### config.mk
export PLATFORM = sky130hd
export DESIGN_NAME = gesture_scorer_flat
export DESIGN_NICKNAME = d
export VERILOG_FILES = /design/src/rtl/gesture_scorer_if.sv /design/src/rtl/gesture_scorer.sv /design/src/flat_wrapper.sv
export SDC_FILE = /design/constraint.sdc
export NUM_CORES = 1
export LEC_CHECK = 0
export BUFFER_PORTS_ARGS = -buffer_cell sky130_fd_sc_hd__buf_2
export CAP_MARGIN = 10
export CORE_ASPECT_RATIO = 1.1
export CORE_MARGIN = 5
export CORE_UTILIZATION = 60
export DETAILED_ROUTE_END_ITERATION = 7
export PLACE_DENSITY = 0.79
export SYNTH_ARGS = -nofsm -noshare
export SYNTH_HDL_FRONTEND = slang
export SYNTH_SLANG_ARGS = --single-unit
### constraint.sdc
create_clock -name clk -period 7.8 [get_ports clk]
set_input_delay 1.17 -clock clk [delete_from_list [all_inputs] [get_ports clk]]
set_output_delay 1.17 -clock clk [all_outputs]
set_load 0.03 [all_outputs]
### src/rtl/gesture_scorer_if.sv
//------------------------------------------------------------------------------
// gesture_scorer_if
//
// Bundles the inference request/response signals and the memory-side bus of
// the gesture scorer into one interface.
//
// Handshake: start is sampled only while busy=0. Once it is accepted, busy is
// high until the end of the cycle that carries done. start seen while busy is
// dropped, not queued. done is a one-cycle pulse. class_out and scores are
// valid from that cycle and hold until the next done or reset.
//
// Memory bus: cell_addr feeds the per-class weight ROMs and the feature memory.
// Both have a one-cycle synchronous read, so feat_in/w_in in cycle t+1 carry
// the data for the cell_addr of cycle t.
//
// Signals:
//   start         request one inference
//   cell_addr     cell address to weight ROMs / feature memory
//   feat_in       unsigned feature for the previous cycle's address
//   w_in          packed signed weights, class k at [k*WEIGHT_BITS +: WEIGHT_BITS]
//   busy          high in every FSM state except IDLE
//   done          one-cycle result pulse
//   class_out     winning class index
//   scores        packed signed final scores, class k at [k*ACC_BITS +: ACC_BITS]
//   gesture_valid qualifies class_out, pulses together with done
//   fsm_state     current FSM state, for debug
//
// Modports: slave = scorer side, master = requester / memory side.
//------------------------------------------------------------------------------
`timescale 1ns/1ps
interface gesture_scorer_if #(
  parameter int NUM_CLASSES = 4,
  parameter int NUM_CELLS   = 1024,
  parameter int WEIGHT_BITS = 8,
  parameter int FEAT_BITS   = 8,
  parameter int ACC_BITS    = 24
);
  localparam int ADDR_W = $clog2(NUM_CELLS);
  localparam int CLS_W  = $clog2(NUM_CLASSES);

  logic                              start;
  logic [ADDR_W-1:0]                 cell_addr;
  logic [FEAT_BITS-1:0]              feat_in;
  logic [NUM_CLASSES*WEIGHT_BITS-1:0] w_in;
  logic                              busy;
  logic                              done;
  logic [CLS_W-1:0]                  class_out;
  logic [NUM_CLASSES*ACC_BITS-1:0]   scores;
  logic                              gesture_valid;
  logic [2:0]                        fsm_state;

  modport slave (
    input  start, feat_in, w_in,
    output cell_addr, busy, done, class_out, scores, gesture_valid, fsm_state
  );

  modport master (
    output start, feat_in, w_in,
    input  cell_addr, busy, done, class_out, scores, gesture_valid, fsm_state
  );
endinterface

### src/rtl/gesture_scorer.sv
//------------------------------------------------------------------------------
// gesture_scorer
//
// Scores NUM_CLASSES gesture classes in parallel over a grid of NUM_CELLS cells.
// Each class score is the saturating sum of feature x weight over all cells.
// The winner is then picked by a sequential argmax, one class per cycle.
//
// Parameters:
//   NUM_CLASSES  number of classes scored in parallel
//   NUM_CELLS    grid cells scanned per inference
//   WEIGHT_BITS  signed weight width
//   FEAT_BITS    unsigned feature width
//   ACC_BITS     signed score width; sums saturate at the bounds of this width
//   MIN_MARGIN   best-vs-runner-up threshold, only with the confidence option
//
// Ports:
//   clk  single clock, rising edge
//   rst  synchronous active-high reset; overrides everything
//   bus  gesture_scorer_if.slave (start, cell_addr, feat_in, w_in, busy, done,
//        class_out, scores, gesture_valid, fsm_state)
//
// Optional feature, macro GESTURE_SCORER_CONFIDENCE_EN:
//   When the macro is defined, the argmax also tracks the runner-up score.
//   gesture_valid is then raised only when best - runner-up >= MIN_MARGIN,
//   computed in ACC_BITS+1 bits.
//   When the macro is undefined, gesture_valid is identical to done.
//
// Timing: done rises NUM_CELLS + NUM_CLASSES + 2 cycles after the cycle in
// which start was sampled. This is NUM_CELLS SCAN cycles, one DRAIN cycle,
// NUM_CLASSES ARGMAX cycles, then DONE.
//------------------------------------------------------------------------------
`timescale 1ns/1ps
module gesture_scorer #(
  parameter int NUM_CLASSES = 4,
  parameter int NUM_CELLS   = 1024,
  parameter int WEIGHT_BITS = 8,
  parameter int FEAT_BITS   = 8,
  parameter int ACC_BITS    = 24,
  parameter int MIN_MARGIN  = 256
) (
  input logic            clk,
  input logic            rst,
  gesture_scorer_if.slave bus
);

  localparam int ADDR_W    = $clog2(NUM_CELLS);
  localparam int CLS_W     = $clog2(NUM_CLASSES);
  // The product of a zero-extended feature and a signed weight.
  localparam int PROD_BITS = FEAT_BITS + 1 + WEIGHT_BITS;
  // The sum width is one bit wider than either operand, so it can never wrap.
  localparam int SUM_BITS  = ((ACC_BITS > PROD_BITS) ? ACC_BITS : PROD_BITS) + 1;

  localparam logic [ADDR_W-1:0] LAST_ADDR = ADDR_W'(NUM_CELLS - 1);
  localparam logic [CLS_W-1:0]  LAST_CLS  = CLS_W'(NUM_CLASSES - 1);

  localparam logic signed [ACC_BITS-1:0] ACC_MAX = {1'b0, {(ACC_BITS-1){1'b1}}};
  localparam logic signed [ACC_BITS-1:0] ACC_MIN = {1'b1, {(ACC_BITS-1){1'b0}}};

  typedef enum logic [2:0] {
    IDLE   = 3'd0,
    SCAN   = 3'd1,
    DRAIN  = 3'd2,
    ARGMAX = 3'd3,
    DONE   = 3'd4
  } state_t;

  state_t                     state;
  logic [ADDR_W-1:0]          addr;
  logic [CLS_W-1:0]           arg_k;
  logic [CLS_W-1:0]           best_idx;
  logic signed [ACC_BITS-1:0] best;
  logic signed [ACC_BITS-1:0] acc [NUM_CLASSES];

  logic                            busy_r;
  logic                            done_r;
  logic                            gv_r;
  logic [CLS_W-1:0]                class_r;
  logic [NUM_CLASSES*ACC_BITS-1:0] scores_r;

  // Datapath signals.
  logic signed [FEAT_BITS:0]    feat_s;
  logic signed [PROD_BITS-1:0]  prod [NUM_CLASSES];
  logic                         acc_en;
  logic signed [ACC_BITS-1:0]   cur;
  logic signed [ACC_BITS-1:0]   nb;
  logic [CLS_W-1:0]             ni;

`ifdef GESTURE_SCORER_CONFIDENCE_EN
  localparam logic signed [ACC_BITS:0] MARGIN_T = (ACC_BITS+1)'(MIN_MARGIN);
  logic signed [ACC_BITS-1:0] second;
  logic signed [ACC_BITS-1:0] ns;
  logic signed [ACC_BITS:0]   margin;
  logic                       margin_ok;
`endif

  // Adds a product to an accumulator and clamps the result to the signed
  // ACC_BITS range. Clamping happens at every step. A saturated sum therefore
  // stays at its bound until a product of the opposite sign pulls it back.
  function automatic logic signed [ACC_BITS-1:0] sat_add(
    input logic signed [ACC_BITS-1:0]  a,
    input logic signed [PROD_BITS-1:0] p
  );
    logic signed [SUM_BITS-1:0] s;
    s = SUM_BITS'(a) + SUM_BITS'(p);
    if (s > SUM_BITS'(ACC_MAX)) begin
      sat_add = ACC_MAX;
    end else if (s < SUM_BITS'(ACC_MIN)) begin
      sat_add = ACC_MIN;
    end else begin
      sat_add = s[ACC_BITS-1:0];
    end
  endfunction

  assign feat_s = {1'b0, bus.feat_in};

  always_comb begin
    for (int k = 0; k < NUM_CLASSES; k++) begin
      prod[k] = PROD_BITS'(feat_s) *
                PROD_BITS'($signed(bus.w_in[k*WEIGHT_BITS +: WEIGHT_BITS]));
    end
  end

  // Read data arrives one cycle after its address. Products are therefore
  // accumulated in every SCAN cycle except the first (addr 0 is issued there)
  // and in DRAIN. That gives exactly NUM_CELLS products per class. The scan
  // never wraps, so addr != 0 identifies "not the first SCAN cycle".
  assign acc_en = ((state == SCAN) && (addr != '0)) || (state == DRAIN);

  // One argmax step. Class 0 seeds the best score. A later class replaces it
  // only when strictly greater, so ties go to the lowest index.
  always_comb begin
    cur = acc[arg_k];
    nb  = best;
    ni  = best_idx;
`ifdef GESTURE_SCORER_CONFIDENCE_EN
    ns  = second;
`endif
    if (arg_k == '0) begin
      nb = cur;
      ni = '0;
`ifdef GESTURE_SCORER_CONFIDENCE_EN
      ns = ACC_MIN;
`endif
    end else if (cur > best) begin
      nb = cur;
      ni = arg_k;
`ifdef GESTURE_SCORER_CONFIDENCE_EN
      ns = best;
`endif
    end
`ifdef GESTURE_SCORER_CONFIDENCE_EN
    else if (cur > second) begin
      ns = cur;
    end
`endif
  end

`ifdef GESTURE_SCORER_CONFIDENCE_EN
  // The difference of two ACC_BITS values needs ACC_BITS+1 bits to be exact.
  always_comb begin
    margin    = {nb[ACC_BITS-1], nb} - {ns[ACC_BITS-1], ns};
    margin_ok = (margin >= MARGIN_T);
  end
`endif

  always_ff @(posedge clk) begin
    if (rst) begin
      state    <= IDLE;
      addr     <= '0;
      arg_k    <= '0;
      best     <= '0;
      best_idx <= '0;
      busy_r   <= 1'b0;
      done_r   <= 1'b0;
      gv_r     <= 1'b0;
      class_r  <= '0;
      scores_r <= '0;
`ifdef GESTURE_SCORER_CONFIDENCE_EN
      second   <= '0;
`endif
      for (int k = 0; k < NUM_CLASSES; k++) begin
        acc[k] <= '0;
      end
    end else begin
      done_r <= 1'b0;
      gv_r   <= 1'b0;

      if (acc_en) begin
        for (int k = 0; k < NUM_CLASSES; k++) begin
          acc[k] <= sat_add(acc[k], prod[k]);
        end
      end

      case (state)
        IDLE: begin
          if (bus.start) begin
            state  <= SCAN;
            busy_r <= 1'b1;
            addr   <= '0;
            for (int k = 0; k < NUM_CLASSES; k++) begin
              acc[k] <= '0;
            end
          end
        end

        SCAN: begin
          if (addr == LAST_ADDR) begin
            state <= DRAIN;
            addr  <= '0;
          end else begin
            addr <= addr + 1'b1;
          end
        end

        DRAIN: begin
          state <= ARGMAX;
          arg_k <= '0;
        end

        ARGMAX: begin
          best     <= nb;
          best_idx <= ni;
`ifdef GESTURE_SCORER_CONFIDENCE_EN
          second   <= ns;
`endif
          if (arg_k == LAST_CLS) begin
            // The final step's comparison result goes straight to the outputs.
            state   <= DONE;
            arg_k   <= '0;
            done_r  <= 1'b1;
            class_r <= ni;
            for (int k = 0; k < NUM_CLASSES; k++) begin
              scores_r[k*ACC_BITS +: ACC_BITS] <= acc[k];
            end
`ifdef GESTURE_SCORER_CONFIDENCE_EN
            gv_r <= margin_ok;
`else
            gv_r <= 1'b1;
`endif
          end else begin
            arg_k <= arg_k + 1'b1;
          end
        end

        DONE: begin
          // start is deliberately not looked at here; a new request is only
          // accepted from IDLE on the following cycle.
          state  <= IDLE;
          busy_r <= 1'b0;
        end

        default: begin
          state  <= IDLE;
          busy_r <= 1'b0;
          addr   <= '0;
        end
      endcase
    end
  end

  assign bus.cell_addr     = addr;
  assign bus.busy          = busy_r;
  assign bus.done          = done_r;
  assign bus.gesture_valid = gv_r;
  assign bus.class_out     = class_r;
  assign bus.scores        = scores_r;
  assign bus.fsm_state     = state;

endmodule

### src/flat_wrapper.sv
// flat-port wrapper written by rule: the top's interface ports become plain ports
module gesture_scorer_flat 
#(
  parameter int NUM_CLASSES = 4,
  parameter int NUM_CELLS   = 1024,
  parameter int WEIGHT_BITS = 8,
  parameter int FEAT_BITS   = 8,
  parameter int ACC_BITS    = 24,
  parameter int MIN_MARGIN  = 256
)
  (clk, rst, bus_start, bus_feat_in, bus_w_in, bus_cell_addr, bus_busy, bus_done, bus_class_out, bus_scores, bus_gesture_valid, bus_fsm_state);
  gesture_scorer_if #(.NUM_CLASSES(NUM_CLASSES), .NUM_CELLS(NUM_CELLS), .WEIGHT_BITS(WEIGHT_BITS), .FEAT_BITS(FEAT_BITS), .ACC_BITS(ACC_BITS)) bus_i ();
  input logic clk;
  input logic rst;
  input wire logic [$bits(bus_i.start)-1:0] bus_start;
  input wire logic [$bits(bus_i.feat_in)-1:0] bus_feat_in;
  input wire logic [$bits(bus_i.w_in)-1:0] bus_w_in;
  output wire logic [$bits(bus_i.cell_addr)-1:0] bus_cell_addr;
  output wire logic [$bits(bus_i.busy)-1:0] bus_busy;
  output wire logic [$bits(bus_i.done)-1:0] bus_done;
  output wire logic [$bits(bus_i.class_out)-1:0] bus_class_out;
  output wire logic [$bits(bus_i.scores)-1:0] bus_scores;
  output wire logic [$bits(bus_i.gesture_valid)-1:0] bus_gesture_valid;
  output wire logic [$bits(bus_i.fsm_state)-1:0] bus_fsm_state;
  assign bus_i.start = bus_start;
  assign bus_i.feat_in = bus_feat_in;
  assign bus_i.w_in = bus_w_in;
  assign bus_cell_addr = bus_i.cell_addr;
  assign bus_busy = bus_i.busy;
  assign bus_done = bus_i.done;
  assign bus_class_out = bus_i.class_out;
  assign bus_scores = bus_i.scores;
  assign bus_gesture_valid = bus_i.gesture_valid;
  assign bus_fsm_state = bus_i.fsm_state;
  gesture_scorer #(.NUM_CLASSES(NUM_CLASSES), .NUM_CELLS(NUM_CELLS), .WEIGHT_BITS(WEIGHT_BITS), .FEAT_BITS(FEAT_BITS), .ACC_BITS(ACC_BITS), .MIN_MARGIN(MIN_MARGIN)) u_core (.clk(clk), .rst(rst), .bus(bus_i));
endmodule
Yosys cells after proc, flatten, opt, wreduce, memory -nomap -nowiden
Memory sizes are Yosys's and may differ from the RTL's. A register that Yosys moved wholly into a read port is not among the register bits. Index checks and enable logic that the tools add are counted.

Bits in registers: 141. Bits in latches: 0. Bits in writable memories: 96. ROM bits: 0. Bits of input ports: 43. Memories: 1.

Memories: u_core.acc (depth 4, bits a word 24, rd ports 5, clocked after memory_dff 1, write ports 4, line gesture_scorer.sv:72) `logic signed [ACC_BITS-1:0] acc [NUM_CLASSES];`.

$add $sub $neg: 6. $mul: 4. Div/mod/pow operators: 0. $lt $le $gt $ge: 9. Equality and inequality tests: 9. Shifts and indexed selects: 0. Mux-type cells: 51. Bitwise logic cells: 11. Reduce and logical (&&, ||, !) cells: 15.

Operator list (count): $mux W24 (26); $add A24 B17 Y25 (4); $gt A25 B24 Y1 const B (4); $lt A25 B24 Y1 const B (4); $mul A9 B8 Y17 (4); $pmux W10 S3 (1); $gt A24 B24 Y1 (1); $mux W10 (2); $pmux W3 S4 (1); $mux W1 (11); $add A10 B1 Y10 const B (1); $eq A10 B10 Y1 const B (1); $mux W2 (5); $reduce_bool A10 Y1 (1); $mux W3 (3); $or A1 B1 Y1 (8); $reduce_and A2 Y1 (4); $eq A3 B2 Y1 const B (2); $reduce_or A3 Y1 (2); $ne A2 B2 Y1 const B (2); $pmux W2 S2 (1); $reduce_bool A2 Y1 (2); $eq A3 B1 Y1 const B (1); $eq A3 B3 Y1 const B (1); 11 further kinds (13).

Logic depth before layout (Yosys ltp)
Depth after elaboration: 9. Mapped depth: 23.

Least setup slack after synthesis
OpenSTA, ideal clock, no wires.

Kind: input to register. From: input bus_feat_in[1]. To: memory u_core.acc[0][16]. Library setup time: 0.122 ns. Data arrival time: 6.282 ns. Path slack: 1.396 ns. Stages on the path: 19. Cells stage by stage: clkbuf_1 -> nand2_1 -> fa_1 -> fa_1 -> inv_1 -> fa_1 -> fa_1 -> fa_1 -> ha_1 -> o211ai_2 -> a21oi_1 -> o41a_1 -> a31o_4 -> mux2i_4 -> a21oi_2 -> and2_4 -> buf_6 -> buf_6 -> a221o_1.

RTL lines: start, declared (line flat_wrapper.sv:16) `input wire logic [$bits(bus_i.feat_in)-1:0] bus_feat_in;`; end, declared (line gesture_scorer.sv:72).

==> results_dict.tcl <==
set metrics [dict create \
    die_width_microns 199 \
    initial_utilization_pct 60.3 \
    timing.final.ws_setup_ns 0.946 \
    synth_most_common_cell "nand2_1" \
    outcome "completed" \
    grtUsageMet1_pct 37.6 \
    area_growth_pct 8.52 \
    antenna_found_initial 12 \
    antenna_left 0 \
    cts_post_setup_buffers_inserted 0 \
    netlist_instances 2628 \
    nets 3307 \
    coreArea_sq_um 38900 \
    hold_viol 0 \
    clockBufferDepth 3 \
    maxSlewHeadroom_pct 22.2 \
    dr.pass1.iters 8 \
    place_congestion 0.935 \
    final_cell_count_no_fill 3249 \
    yosysWarnings 0 \
    cp_data_arrival_time_ns 7.26 \
    grt_util_met3_pct 5.42 \
    fmaxAchievable_mhz 146 \
    utilization_pct 65.5 \
    clk_latency_ns 0.54 \
    cts_made_buffers 25 \
    drc 0 \
    grt_pass1_vias 19528 \
    clk_transition_reported_paths_ns 0.06 \
    grt_overflow 0 \
    fin_skew_ns 0.0148 \
    rsz0062_at_grt "false" \
    vdd_drop_max_v 0.000226 \
    grt_busiest_layer "met2" \
    hold_class "reg -> reg" \
    synth.largest_area_cell "ha_1" \
    ys_ff_latch 239 \
    root_buffer "clkbuf_16" \
    fin_crit_sh_pct 87.9 \
    dp_hpwl_microns 51500 \
    die_area_sq_um 43200 \
    worst_pin_slew_ns 1.17 \
    syn_nets 3221 \
    pre_cts_ws_ns 0.389 \
    syn_avg_cell_area_sq_um 8.93 \
    cts_tree "yes" \
    dpl.cell_count 3193 \
    clkSinkCount 239 \
    wl_microns 64500 \
    setup_tns_ns 0 \
    grt_pass1_wl_microns 102000 \
    slew_violations 0 \
    critPathLaunchType "primary input" \
    grt.met2_usage_pct 49.7 \
    synth_seq_area_share_pct 22.4 \
    yosys.area.top_type_share_pct 18.1 \
    via_per_inst 5.99 \
    synthTopCellsByCount "nand2_1 (367), ha_1 (340), inv_1 (329), a21oi_1 (228), fa_1 (210)" \
    cts_resized 0 \
    hold_buffers 0 \
    p_leak_uw 0.0123 \
    drt_iter0_markers 1624 \
    boundaryPins 157 \
    cp_max_fo 18 \
    via_count 19468 \
    hold_slack_ns 0.451 \
    h-tree-depth 1 \
    worstSetupPathType "in -> reg" \
    synthFlopType "dfxtp_1" \
    die_y_microns 217 \
    power_density_nw_per_um2 309 \
    drive_gt1_share_pct 9.70 \
    setup_viol 0 \
    cap_violations 0 \
    end_kind "register" \
    portBuffers 156 \
    ys_async_sr_fraction_pct 0 \
    num_rows 76 \
    cp.required_ns 8.20 \
    grt_use_total_pct 29.7 \
    synth.area.top_cells "ha_1 (18%), fa_1 (18%), dfxtp_1 (16%)" \
    grt_max_degree 103 \
    wl_per_cell_microns 19.8 \
    ys_types 73 \
    synth_edf_count 48 \
    netlist_area_sq_um 23500 \
    fin_crit_ns 6.85 \
]
-- sequential cells by signal, summed over array words and instances (netlist names), named ones only --
signal                count
u_core.bus.fsm_state      3
u_core.best              24
u_core.arg_k              2
u_core.bus.busy           1
u_core.bus.cell_addr     10
u_core.best_idx           2
u_core.acc               96
u_core.bus.scores        96
u_core.bus.class_out      2
u_core.bus.done           1
-- logic make-up after synthesis --
logic type	share of synthesized area [%]
xor gates and xnor gates	2.95
DFF	22.4
and+or+nand+nor	14.5
muxes	2.58
AOI/OAI and AO/OA	14.0
adders and majority gates	36.1
buffers and inverters	7.34
-- final cells by class --
type	count	area (sq um)
clock buffer	32	713
timing repair buffer	177	953
inverter	331	1240
tap	507	634
sequential	239	5270
multi-input combinational	1940	16500
fill	3106	13400
clock inverter	14	141
antenna	9	22.5
-- stage by stage --
step | instance area, sq um | power [uW]
floorplan | 23500 | 5340
global placement | 24600 | 6420
detailed placement | 24600 | 6560
CTS | 25400 | 7830
global route | 25400 | 8590
finish | 25500 | 7860
-- power by group --
part / leakage, uW / switching [uW] / internal, uW
registers: 0.00206 / 310 / 1400
logic: 0.00986 / 2820 / 2100
clock network: 0.000428 / 539 / 695
-- placed cells by master (no fill, tap or decap), types with 19 or more instances in the layout --
cell	n
clkbuf_16	26
nand2_1	366
buf_4	21
mux4_2	24
o21ai_1	36
and2_1	121
o21ai_0	99
dfxtp_1	191
o21a_1	21
nand3_1	39
edfxtp_1	48
a21oi_1	228
fa_1	210
inv_1	330
nor3_1	19
xnor2_1	45
nor2_1	100
xor2_1	34
ha_1	340
a21o_1	44
buf_2	155
-- critical path, stage by stage --
cell	delay, ns
buf_2	0.37
buf_4	0.31
nand2_1	0.10
fa_1	0.50
inv_1	0.05
fa_1	0.49
inv_1	0.05
fa_1	0.48
inv_1	0.06
fa_1	0.45
fa_1	0.47
ha_1	0.27
a2111oi_0	0.41
o21ai_1	0.26
nand4_1	0.20
a31o_2	0.26
mux2i_1	0.24
nand4_1	0.50
nor2_1	0.49
a21oi_1	0.12
-- worst paths after layout --
check                             start                    end  slack, ns  cells past startpoint
setup reg to reg       u_core.acc[2][6]      u_core.acc[2][11]       1.63                     18
setup / recovery         bus_feat_in[5]       u_core.acc[3][7]       0.95                     20
hold / removal    u_core.bus.scores[94]  u_core.bus.scores[94]       0.45                      2
hold reg to reg   u_core.bus.scores[94]  u_core.bus.scores[94]       0.45                      2
-- per-layer routing --
layer,part of all wire [%],vias to the layer above
met5,0.088,-
met2,47,775
met1,39,9458
met4,5.6,8
li1,-,9006
met3,8.8,221
Note: power is estimated with default switching activity, not from simulation.
